<file path="src/rtl/jtag_pkg.sv">
// TAP state encodings, opcode constants and the IEEE 1149.1 next-state function.
// Latency: none (pure constants and combinational function).
// Backpressure: none.
package jtag_pkg;

  localparam int IR_W = 5;

  // TAP states in the conventional 1149.1 numbering
  localparam logic [3:0] TLR        = 4'd0;
  localparam logic [3:0] RUN_IDLE   = 4'd1;
  localparam logic [3:0] SELECT_DR  = 4'd2;
  localparam logic [3:0] CAPTURE_DR = 4'd3;
  localparam logic [3:0] SHIFT_DR   = 4'd4;
  localparam logic [3:0] EXIT1_DR   = 4'd5;
  localparam logic [3:0] PAUSE_DR   = 4'd6;
  localparam logic [3:0] EXIT2_DR   = 4'd7;
  localparam logic [3:0] UPDATE_DR  = 4'd8;
  localparam logic [3:0] SELECT_IR  = 4'd9;
  localparam logic [3:0] CAPTURE_IR = 4'd10;
  localparam logic [3:0] SHIFT_IR   = 4'd11;
  localparam logic [3:0] EXIT1_IR   = 4'd12;
  localparam logic [3:0] PAUSE_IR   = 4'd13;
  localparam logic [3:0] EXIT2_IR   = 4'd14;
  localparam logic [3:0] UPDATE_IR  = 4'd15;

  localparam logic [IR_W-1:0] OP_IDCODE = 5'h01;
  localparam logic [IR_W-1:0] OP_USER   = 5'h11;
  localparam logic [IR_W-1:0] OP_BYPASS = 5'h1F;

  // Standard TMS-driven transition table
  function automatic logic [3:0] next_state(input logic [3:0] state, input logic tms);
    logic [3:0] nxt;
    nxt = TLR;
    case (state)
      TLR:        nxt = tms ? TLR       : RUN_IDLE;
      RUN_IDLE:   nxt = tms ? SELECT_DR : RUN_IDLE;
      SELECT_DR:  nxt = tms ? SELECT_IR : CAPTURE_DR;
      CAPTURE_DR: nxt = tms ? EXIT1_DR  : SHIFT_DR;
      SHIFT_DR:   nxt = tms ? EXIT1_DR  : SHIFT_DR;
      EXIT1_DR:   nxt = tms ? UPDATE_DR : PAUSE_DR;
      PAUSE_DR:   nxt = tms ? EXIT2_DR  : PAUSE_DR;
      EXIT2_DR:   nxt = tms ? UPDATE_DR : SHIFT_DR;
      UPDATE_DR:  nxt = tms ? SELECT_DR : RUN_IDLE;
      SELECT_IR:  nxt = tms ? TLR       : CAPTURE_IR;
      CAPTURE_IR: nxt = tms ? EXIT1_IR  : SHIFT_IR;
      SHIFT_IR:   nxt = tms ? EXIT1_IR  : SHIFT_IR;
      EXIT1_IR:   nxt = tms ? UPDATE_IR : PAUSE_IR;
      PAUSE_IR:   nxt = tms ? EXIT2_IR  : PAUSE_IR;
      EXIT2_IR:   nxt = tms ? UPDATE_IR : SHIFT_IR;
      UPDATE_IR:  nxt = tms ? SELECT_DR : RUN_IDLE;
      default:    nxt = TLR;
    endcase
    return nxt;
  endfunction

endpackage

</file>
<file path="src/rtl/jtag_tap_os_if.sv">
// JTAG pin bundle between the pad driver and the oversampled TAP.
// Latency: none (wires only).
// Backpressure: none; pins are free-running.
interface jtag_tap_os_if;
  logic tck;
  logic tms;
  logic tdi;
  logic tdo;
  logic tdo_oe;

  modport master (output tck, output tms, output tdi, input tdo, input tdo_oe);
  modport slave  (input tck, input tms, input tdi, output tdo, output tdo_oe);
endinterface

</file>
<file path="src/rtl/jtag_sync_edge.sv">
// Synchronizes tck/tms/tdi into the system clock and produces tck edge pulses.
// Latency: two flops to the edge pulse; tms/tdi come from the same stage as tck.
// Backpressure: none; a tck phase shorter than three clocks may be missed.
module jtag_sync_edge (
  input  logic clk,
  input  logic rst,
  input  logic tck,
  input  logic tms,
  input  logic tdi,
  output logic tck_rise,
  output logic tck_fall,
  output logic tms_s,
  output logic tdi_s
);

  logic [2:0] tck_q;
  logic [1:0] tms_q;
  logic [1:0] tdi_q;

  // Two-flop synchronizers plus one extra tck stage for edge detection
  always_ff @(posedge clk) begin
    if (rst) begin
      tck_q <= '0;
      tms_q <= '0;
      tdi_q <= '0;
    end else begin
      tck_q <= {tck_q[1:0], tck};
      tms_q <= {tms_q[0], tms};
      tdi_q <= {tdi_q[0], tdi};
    end
  end

  // tms/tdi are taken at the same depth as tck_q[1] so they stay aligned to the edge
  assign tck_rise = tck_q[1] & ~tck_q[2];
  assign tck_fall = ~tck_q[1] & tck_q[2];
  assign tms_s    = tms_q[1];
  assign tdi_s    = tdi_q[1];

endmodule

</file>
<file path="src/rtl/jtag_tap_os.sv">
// IEEE 1149.1 TAP with IDCODE, BYPASS and USER registers, all in the system clock domain.
// Latency: actions land one clock after the synchronized tck edge pulse; tdo moves on tck fall.
// Backpressure: none; the JTAG host paces everything through tck.
module jtag_tap_os
  import jtag_pkg::*;
#(
  parameter logic [31:0] IDCODE_VAL = 32'h1000_0FFF,
  parameter int          USER_W     = 32
) (
  input  logic               wb_clk_i,
  input  logic               wb_rst_i,
  jtag_tap_os_if.slave       pins,
  output logic [3:0]         tap_state,
  output logic [IR_W-1:0]    ir_o,
  input  logic [USER_W-1:0]  user_cap_i,
  output logic [USER_W-1:0]  user_dr_o,
  output logic               user_upd_o
);

  localparam int DR_W = (USER_W > 32) ? USER_W : 32;

  logic            tck_rise;
  logic            tck_fall;
  logic            tms_s;
  logic            tdi_s;
  logic [3:0]      state;
  logic [3:0]      state_nxt;
  logic [IR_W-1:0] ir_shift;
  logic [DR_W-1:0] dr_shift;
  logic [DR_W-1:0] dr_shift_nxt;
  logic            bypass;
  logic            sel_idcode;
  logic            sel_user;

  jtag_sync_edge u_sync (
    .clk      (wb_clk_i),
    .rst      (wb_rst_i),
    .tck      (pins.tck),
    .tms      (pins.tms),
    .tdi      (pins.tdi),
    .tck_rise (tck_rise),
    .tck_fall (tck_fall),
    .tms_s    (tms_s),
    .tdi_s    (tdi_s)
  );

  // Any opcode other than IDCODE or USER falls through to the bypass flop
  assign sel_idcode = (ir_o == OP_IDCODE);
  assign sel_user   = (ir_o == OP_USER);
  assign state_nxt  = next_state(state, tms_s);
  assign tap_state  = state;

  // Shared DR shifts with tdi entering at the MSB of whichever register is selected
  always_comb begin
    dr_shift_nxt = dr_shift;
    if (sel_idcode) begin
      dr_shift_nxt[31:0] = {tdi_s, dr_shift[31:1]};
    end else begin
      dr_shift_nxt[USER_W-1:0] = {tdi_s, dr_shift[USER_W-1:1]};
    end
  end

  // TAP state advances only on a synchronized tck rise
  always_ff @(posedge wb_clk_i) begin
    if (wb_rst_i) begin
      state <= TLR;
    end else if (tck_rise) begin
      state <= state_nxt;
    end
  end

  // Instruction register: capture/shift/update, forced to IDCODE whenever the TAP lands in reset
  always_ff @(posedge wb_clk_i) begin
    if (wb_rst_i) begin
      ir_shift <= '0;
      ir_o     <= OP_IDCODE;
    end else if (tck_rise) begin
      case (state)
        CAPTURE_IR: ir_shift <= {{(IR_W-2){1'b0}}, 2'b01};
        SHIFT_IR:   ir_shift <= {tdi_s, ir_shift[IR_W-1:1]};
        UPDATE_IR:  ir_o     <= ir_shift;
        default:    ;
      endcase
      if (state == TLR || state_nxt == TLR) begin
        ir_o <= OP_IDCODE;
      end
    end
  end

  // Data registers: capture by instruction, shift, and publish USER on Update-DR
  always_ff @(posedge wb_clk_i) begin
    if (wb_rst_i) begin
      dr_shift   <= '0;
      bypass     <= 1'b0;
      user_dr_o  <= '0;
      user_upd_o <= 1'b0;
    end else begin
      user_upd_o <= 1'b0;
      if (tck_rise) begin
        case (state)
          CAPTURE_DR: begin
            if (sel_idcode) begin
              dr_shift <= DR_W'(IDCODE_VAL);
            end else if (sel_user) begin
              dr_shift <= DR_W'(user_cap_i);
            end else begin
              bypass <= 1'b0;
            end
          end
          SHIFT_DR: begin
            if (sel_idcode || sel_user) begin
              dr_shift <= dr_shift_nxt;
            end else begin
              bypass <= tdi_s;
            end
          end
          UPDATE_DR: begin
            if (sel_user) begin
              user_dr_o  <= dr_shift[USER_W-1:0];
              user_upd_o <= 1'b1;
            end
          end
          default: ;
        endcase
      end
    end
  end

  // tdo changes on tck fall so the host sees a stable bit at the following rise
  always_ff @(posedge wb_clk_i) begin
    if (wb_rst_i) begin
      pins.tdo    <= 1'b0;
      pins.tdo_oe <= 1'b0;
    end else if (tck_fall) begin
      if (state == SHIFT_IR) begin
        pins.tdo    <= ir_shift[0];
        pins.tdo_oe <= 1'b1;
      end else if (state == SHIFT_DR) begin
        pins.tdo    <= (sel_idcode || sel_user) ? dr_shift[0] : bypass;
        pins.tdo_oe <= 1'b1;
      end else begin
        pins.tdo    <= 1'b0;
        pins.tdo_oe <= 1'b0;
      end
    end
  end

endmodule

</file>
<file path="src/flat_wrapper.sv">
// flat-port wrapper written by rule: the top's interface ports become plain ports
module jtag_tap_os_flat import jtag_pkg::*;
#(
  parameter logic [31:0] IDCODE_VAL = 32'h1000_0FFF,
  parameter int          USER_W     = 32
)
  (wb_clk_i, wb_rst_i, tap_state, ir_o, user_cap_i, user_dr_o, user_upd_o, pins_tck, pins_tms, pins_tdi, pins_tdo, pins_tdo_oe);
  jtag_tap_os_if pins_i ();
  input  logic wb_clk_i;
  input  logic wb_rst_i;
  output logic [3:0] tap_state;
  output logic [IR_W-1:0] ir_o;
  input  logic [USER_W-1:0] user_cap_i;
  output logic [USER_W-1:0] user_dr_o;
  output logic user_upd_o;
  input wire logic [$bits(pins_i.tck)-1:0] pins_tck;
  input wire logic [$bits(pins_i.tms)-1:0] pins_tms;
  input wire logic [$bits(pins_i.tdi)-1:0] pins_tdi;
  output wire logic [$bits(pins_i.tdo)-1:0] pins_tdo;
  output wire logic [$bits(pins_i.tdo_oe)-1:0] pins_tdo_oe;
  assign pins_i.tck = pins_tck;
  assign pins_i.tms = pins_tms;
  assign pins_i.tdi = pins_tdi;
  assign pins_tdo = pins_i.tdo;
  assign pins_tdo_oe = pins_i.tdo_oe;
  jtag_tap_os #(.IDCODE_VAL(IDCODE_VAL), .USER_W(USER_W)) u_core (.wb_clk_i(wb_clk_i), .wb_rst_i(wb_rst_i), .pins(pins_i), .tap_state(tap_state), .ir_o(ir_o), .user_cap_i(user_cap_i), .user_dr_o(user_dr_o), .user_upd_o(user_upd_o));
endmodule
</file>
<file path="config.mk">
export PLATFORM = sky130hd
export DESIGN_NAME = jtag_tap_os_flat
export DESIGN_NICKNAME = d
export VERILOG_FILES = /design/src/rtl/jtag_pkg.sv /design/src/rtl/jtag_tap_os_if.sv /design/src/rtl/jtag_sync_edge.sv /design/src/rtl/jtag_tap_os.sv /design/src/flat_wrapper.sv
export SDC_FILE = /design/constraint.sdc
export NUM_CORES = 1
export LEC_CHECK = 0
export ABC_AREA = 1
export BUFFER_PORTS_ARGS = -buffer_cell sky130_fd_sc_hd__buf_2
export CAP_MARGIN = 20
export CORE_ASPECT_RATIO = 1.5
export CORE_MARGIN = 2
export CORE_UTILIZATION = 48
export DETAILED_ROUTE_END_ITERATION = 10
export PLACE_DENSITY_LB_ADDON = 0.05
export SLEW_MARGIN = 20
export SYNTH_ARGS = -nofsm -noshare
export SYNTH_HDL_FRONTEND = slang
export SYNTH_SLANG_ARGS = --single-unit
</file>
<file path="constraint.sdc">
create_clock -name wb_clk_i -period 1.7 [get_ports wb_clk_i]
set_input_delay 0.085 -clock wb_clk_i [delete_from_list [all_inputs] [get_ports wb_clk_i]]
set_output_delay 0.085 -clock wb_clk_i [all_outputs]
set_load 0.1 [all_outputs]
</file>
==> impl_metrics.csv <==
group,metric,value,unit
cts,cts_tree,"done",
finish,final_nets,646,
grt,grtUsageTotal,25.5,%
route,drtIter0Drc,334,
grt,grt_overflow,0,
synthesis,synth-seq-cells,89,
finish,post-route-util,70.8,%
pwr,internal-power,3.20,mW
cts,cts.clk_slew.worst_paths,0.09,ns
place,hpwl,6660,um
critical_path,crit_path_frequent_cell,"buf_6",
sta,hold_viol,0,
sta,tightest_slew,0.497,ns
pwr,pwr_density_cell,859,mW/mm^2
critical_path,crit_path_cell_trace,"inv_4 -> nor2_4 -> nand2_4 -> nand2_4 -> buf_6 -> inv_4 -> nor3_4 -> buf_6 -> buf_6 -> clkbuf_16 -> a21oi_1",
pwr,p_clk_share,35.6,%
finish,stdcell_area,0.00515,mm^2
sta,rsz0062_at_grt,"yes",
route,drtPass1Iterations,5,
floorplanning,core-area,0.00727,mm^2
place,portBuffers,80,
floorplanning,start_util,49.9,%
status,outcome,"complete, but fails checks",
critical_path,critPathKind,"reg -> reg",
grt,grt_pass1_wl,16100,um
status,violations,"negative setup slack",
synthesis,syn_area,0.00363,mm^2
synthesis,synth_cells,478,
critical_path,r2r_end,"u_core.dr_shift[17]$_SDFFE_PP0P_",
sta,setup_viol,11,
sta,hold_slack,0.0149,ns
cts,htree_num_levels,3,
route,route.vias.total,3795,
critical_path,crit_buf_inv,6,
critical_path,rr_worst_depth,11,
min_path,min_to,"u_core.dr_shift[4]$_SDFFE_PP0P_",
sta,slew_violations,0,
grt,antenna_found_initial,2,
synthesis,synth_area_leader_cell,"dfxtp_1",
finish,regArea,0.00181,mm^2
pwr,power.leakage,2.31,nW
synthesis,yosys.area.top_type_share,49.1,%
finish,drive_above_1_share,31.6,%
synthesis,syn_nets,515,
route,drc_errors,0,
floorplanning,fp-row-count,38,
floorplanning,die_h,111,um
finish,multiInputGateArea,0.00175,mm^2
cts,root_buffer,"clkbuf_8",
critical_path,crit_path_end_kind,"flip-flop",
synthesis,synthDistinctLibCells,28,
grt,grt_pass1_vias,3509,
route,vias_per_cell,5.30,
critical_path,worst_path_largest_cell_delay,0.41,ns
cts,clk_path_buf_depth,2,
critical_path,cp.depth,11,
pwr,swShare,27.8,%
synthesis,ys_top_cells_by_area,"dfxtp_1, nor2_1, o21ai_0",
sta,min_period,1.72,ns
sta,fmax,581,MHz
min_path,min-delay-start,"user_cap_i[4]",
pwr,vdd_drop_max,614,uV
pwr,share_comb_of_total_power,16.0,%
synthesis,syn_avg_cell_area,7.59,um^2
synthesis,ys_seq_area_share,49.1,%
job,maxCapViolCount,0,
critical_path,reg2reg_from,"u_core.tap_state[2]$_SDFFE_PP0P_",
route,avgRoutedWirePerCell,15.5,um
synthesis,yosys_warnings,0,
floorplanning,io_pins,81,
critical_path,crit_family,"buffers and inverters",
sta,fin_skew,0.0106,ns
cts,cts_sinks,89,
min_path,hp-class,"in -> reg",
route,drtAntennaViolNets,0,
place,gp_congestion,0.946,
critical_path,cp-start-kind,"flip-flop",
floorplanning,dieArea,0.00829,mm^2
critical_path,critPathMaxFanout,8,
grt,grt_max_degree,65,
sta,fin_crit_sh,101,%
finish,area_delta_synth_final,41.8,%
pwr,p_switching,1.23,mW
floorplanning,die_w,75,um
finish,fill_cells,642,
cts,insertion_delay,0.37,ns
critical_path,cp_data_required_time,1.95,ns
pwr,p_total,4.42,mW
pwr,pwr-share-seq,48.4,%
min_path,worstHoldPathCells,3,
critical_path,worstPathArrival,1.97,ns
sta,setup_slack,-0.0202,ns
place,dpl_cell_area,0.00436,mm^2
critical_path,crit_slowest_cell,"dfxtp_4",
critical_path,r2r_slack,-0.02,ns
sta,slew_headroom,67.1,%
cts,cts_buffers,9,
route,wl,11100,um
what timing repair did:
action / 4_1_cts / 5_1_grt
endpoints found under the hold margin: 23 / 1
gates resized for setup: 7 / 36
pin swaps: 4 / 13
endpoints found under the setup margin: 5 / 38
buffers inserted: 1 / 8
hold buffers: 23 / 1
cloned: 1 / 5
tightest hold or removal path, cell delays in order:
cell     delay (ns)
buf_2          0.09
o22ai_1        0.07
a21oi_1        0.11
kinds of logic after synthesis:
family | Yosys count | share of synthesized area, %
AOI/OAI and AO/OA | 154 | 23.4
DFF | 89 | 49.1
and+or+nand+nor | 173 | 20.3
buffers and inverters | 62 | 7.27
layout make-up:
| type | count | area share, % |
|---|---|---|
| flip-flops and latches | 89 | 35.2 |
| multi-input cells | 328 | 34.0 |
| repair buffers | 147 | 21.5 |
| clock buffers | 13 | 3.30 |
| inverters | 34 | 2.62 |
| well taps | 100 | 2.43 |
| clock inverters | 3 | 0.875 |
| diodes | 2 | 0.0972 |
cells in the mapped netlist:
cell type  number
nor2_1        101
dfxtp_1        89
nand2_1        45
o21ai_0        45
a21oi_1        42
inv_1          28
o21ai_1        28
a22oi_1        18
clkbuf_1       17
nand3_1        16
o22ai_1        14
buf_2           7
a31oi_1         3
clkinv_1        3
inv_2           3
buf_4           2
buf_6           2
nand3_2         2
nand3b_1        2
nor2_2          2
o211ai_1        2
a211oi_1        1
nand2_2         1
nand2_4         1
nor3_1          1
nor3_4          1
nor4_4          1
o221ai_1        1
worst max path at each step:
stage                                     startpoint                               end  slack, ns
global placement    u_core.tap_state[0]$_SDFFE_PP0P_       u_core.ir_o[4]$_SDFFE_PP0P_      -0.03
global route        u_core.tap_state[2]$_SDFFE_PP0P_  u_core.dr_shift[17]$_SDFFE_PP0P_      -0.10
finish              u_core.tap_state[2]$_SDFFE_PP0P_  u_core.dr_shift[17]$_SDFFE_PP0P_      -0.02
detailed placement  u_core.tap_state[0]$_SDFFE_PP0P_       u_core.ir_o[3]$_SDFFE_PP0P_      -0.06
CTS                 u_core.tap_state[2]$_SDFFE_PP0P_       u_core.ir_o[0]$_SDFFE_PP1P_     0.0007
floorplan           u_core.tap_state[0]$_SDFFE_PP0P_       u_core.ir_o[3]$_SDFFE_PP0P_      -0.04
registers in the layout, summed over array words and instances, names as in the netlist:
name                 flops
u_core.u_sync.tdi_q      2
u_core.pins.tdo          1
u_core.tap_state         4
u_core.u_sync.tck_q      3
u_core.ir_o              5
u_core.ir_shift          5
u_core.u_sync.tms_q      2
u_core.user_upd_o        1
u_core.user_dr_o        32
u_core.dr_shift         32
u_core.pins.tdo_oe       1
u_core.bypass            1
cells in the final DEF (no fill, tap or decap), types with 14 or more instances in the layout:
cell type and instances:
a22oi_1 18, nand2_1 35, inv_1 23, a21oi_1 40
nor2_1 92, o21ai_1 29, buf_4 28, o22ai_1 14
o21ai_0 44, buf_2 80, dfxtp_1 79, dlygate4sd3_1 24
power groups by stage:
stage	logic, mW	registers (mW)	clock network, mW
final	0.710	2.14	1.57
after global routing	0.766	2.15	1.70
after global placement	0.573	2.19	0
after CTS	0.651	2.14	1.61
after detailed placement	0.579	2.19	0
after floorplan	0.311	2.28	0
routing by layer:
| metal | share of wire [%] | GRT usage, % |
|---|---|---|
| met1 | 37 | 27.5 |
| met2 | 55 | 44.2 |
| met3 | 4.7 | 6.75 |
| met4 | 3.2 | 12.3 |
| met5 | 0 | 0 |
per-stage QoR:
step                setup slack [ns]  instances  TNS (ns)
floorplan                    -0.0366        478    -0.138
global placement             -0.0285        659   -0.0785
detailed placement           -0.0576        659    -0.240
CTS                         0.000715        700         0
global route                  -0.104        716     -2.73
finish                       -0.0202        716   -0.0600
No activity file was read; power rests on OpenSTA's default activity.
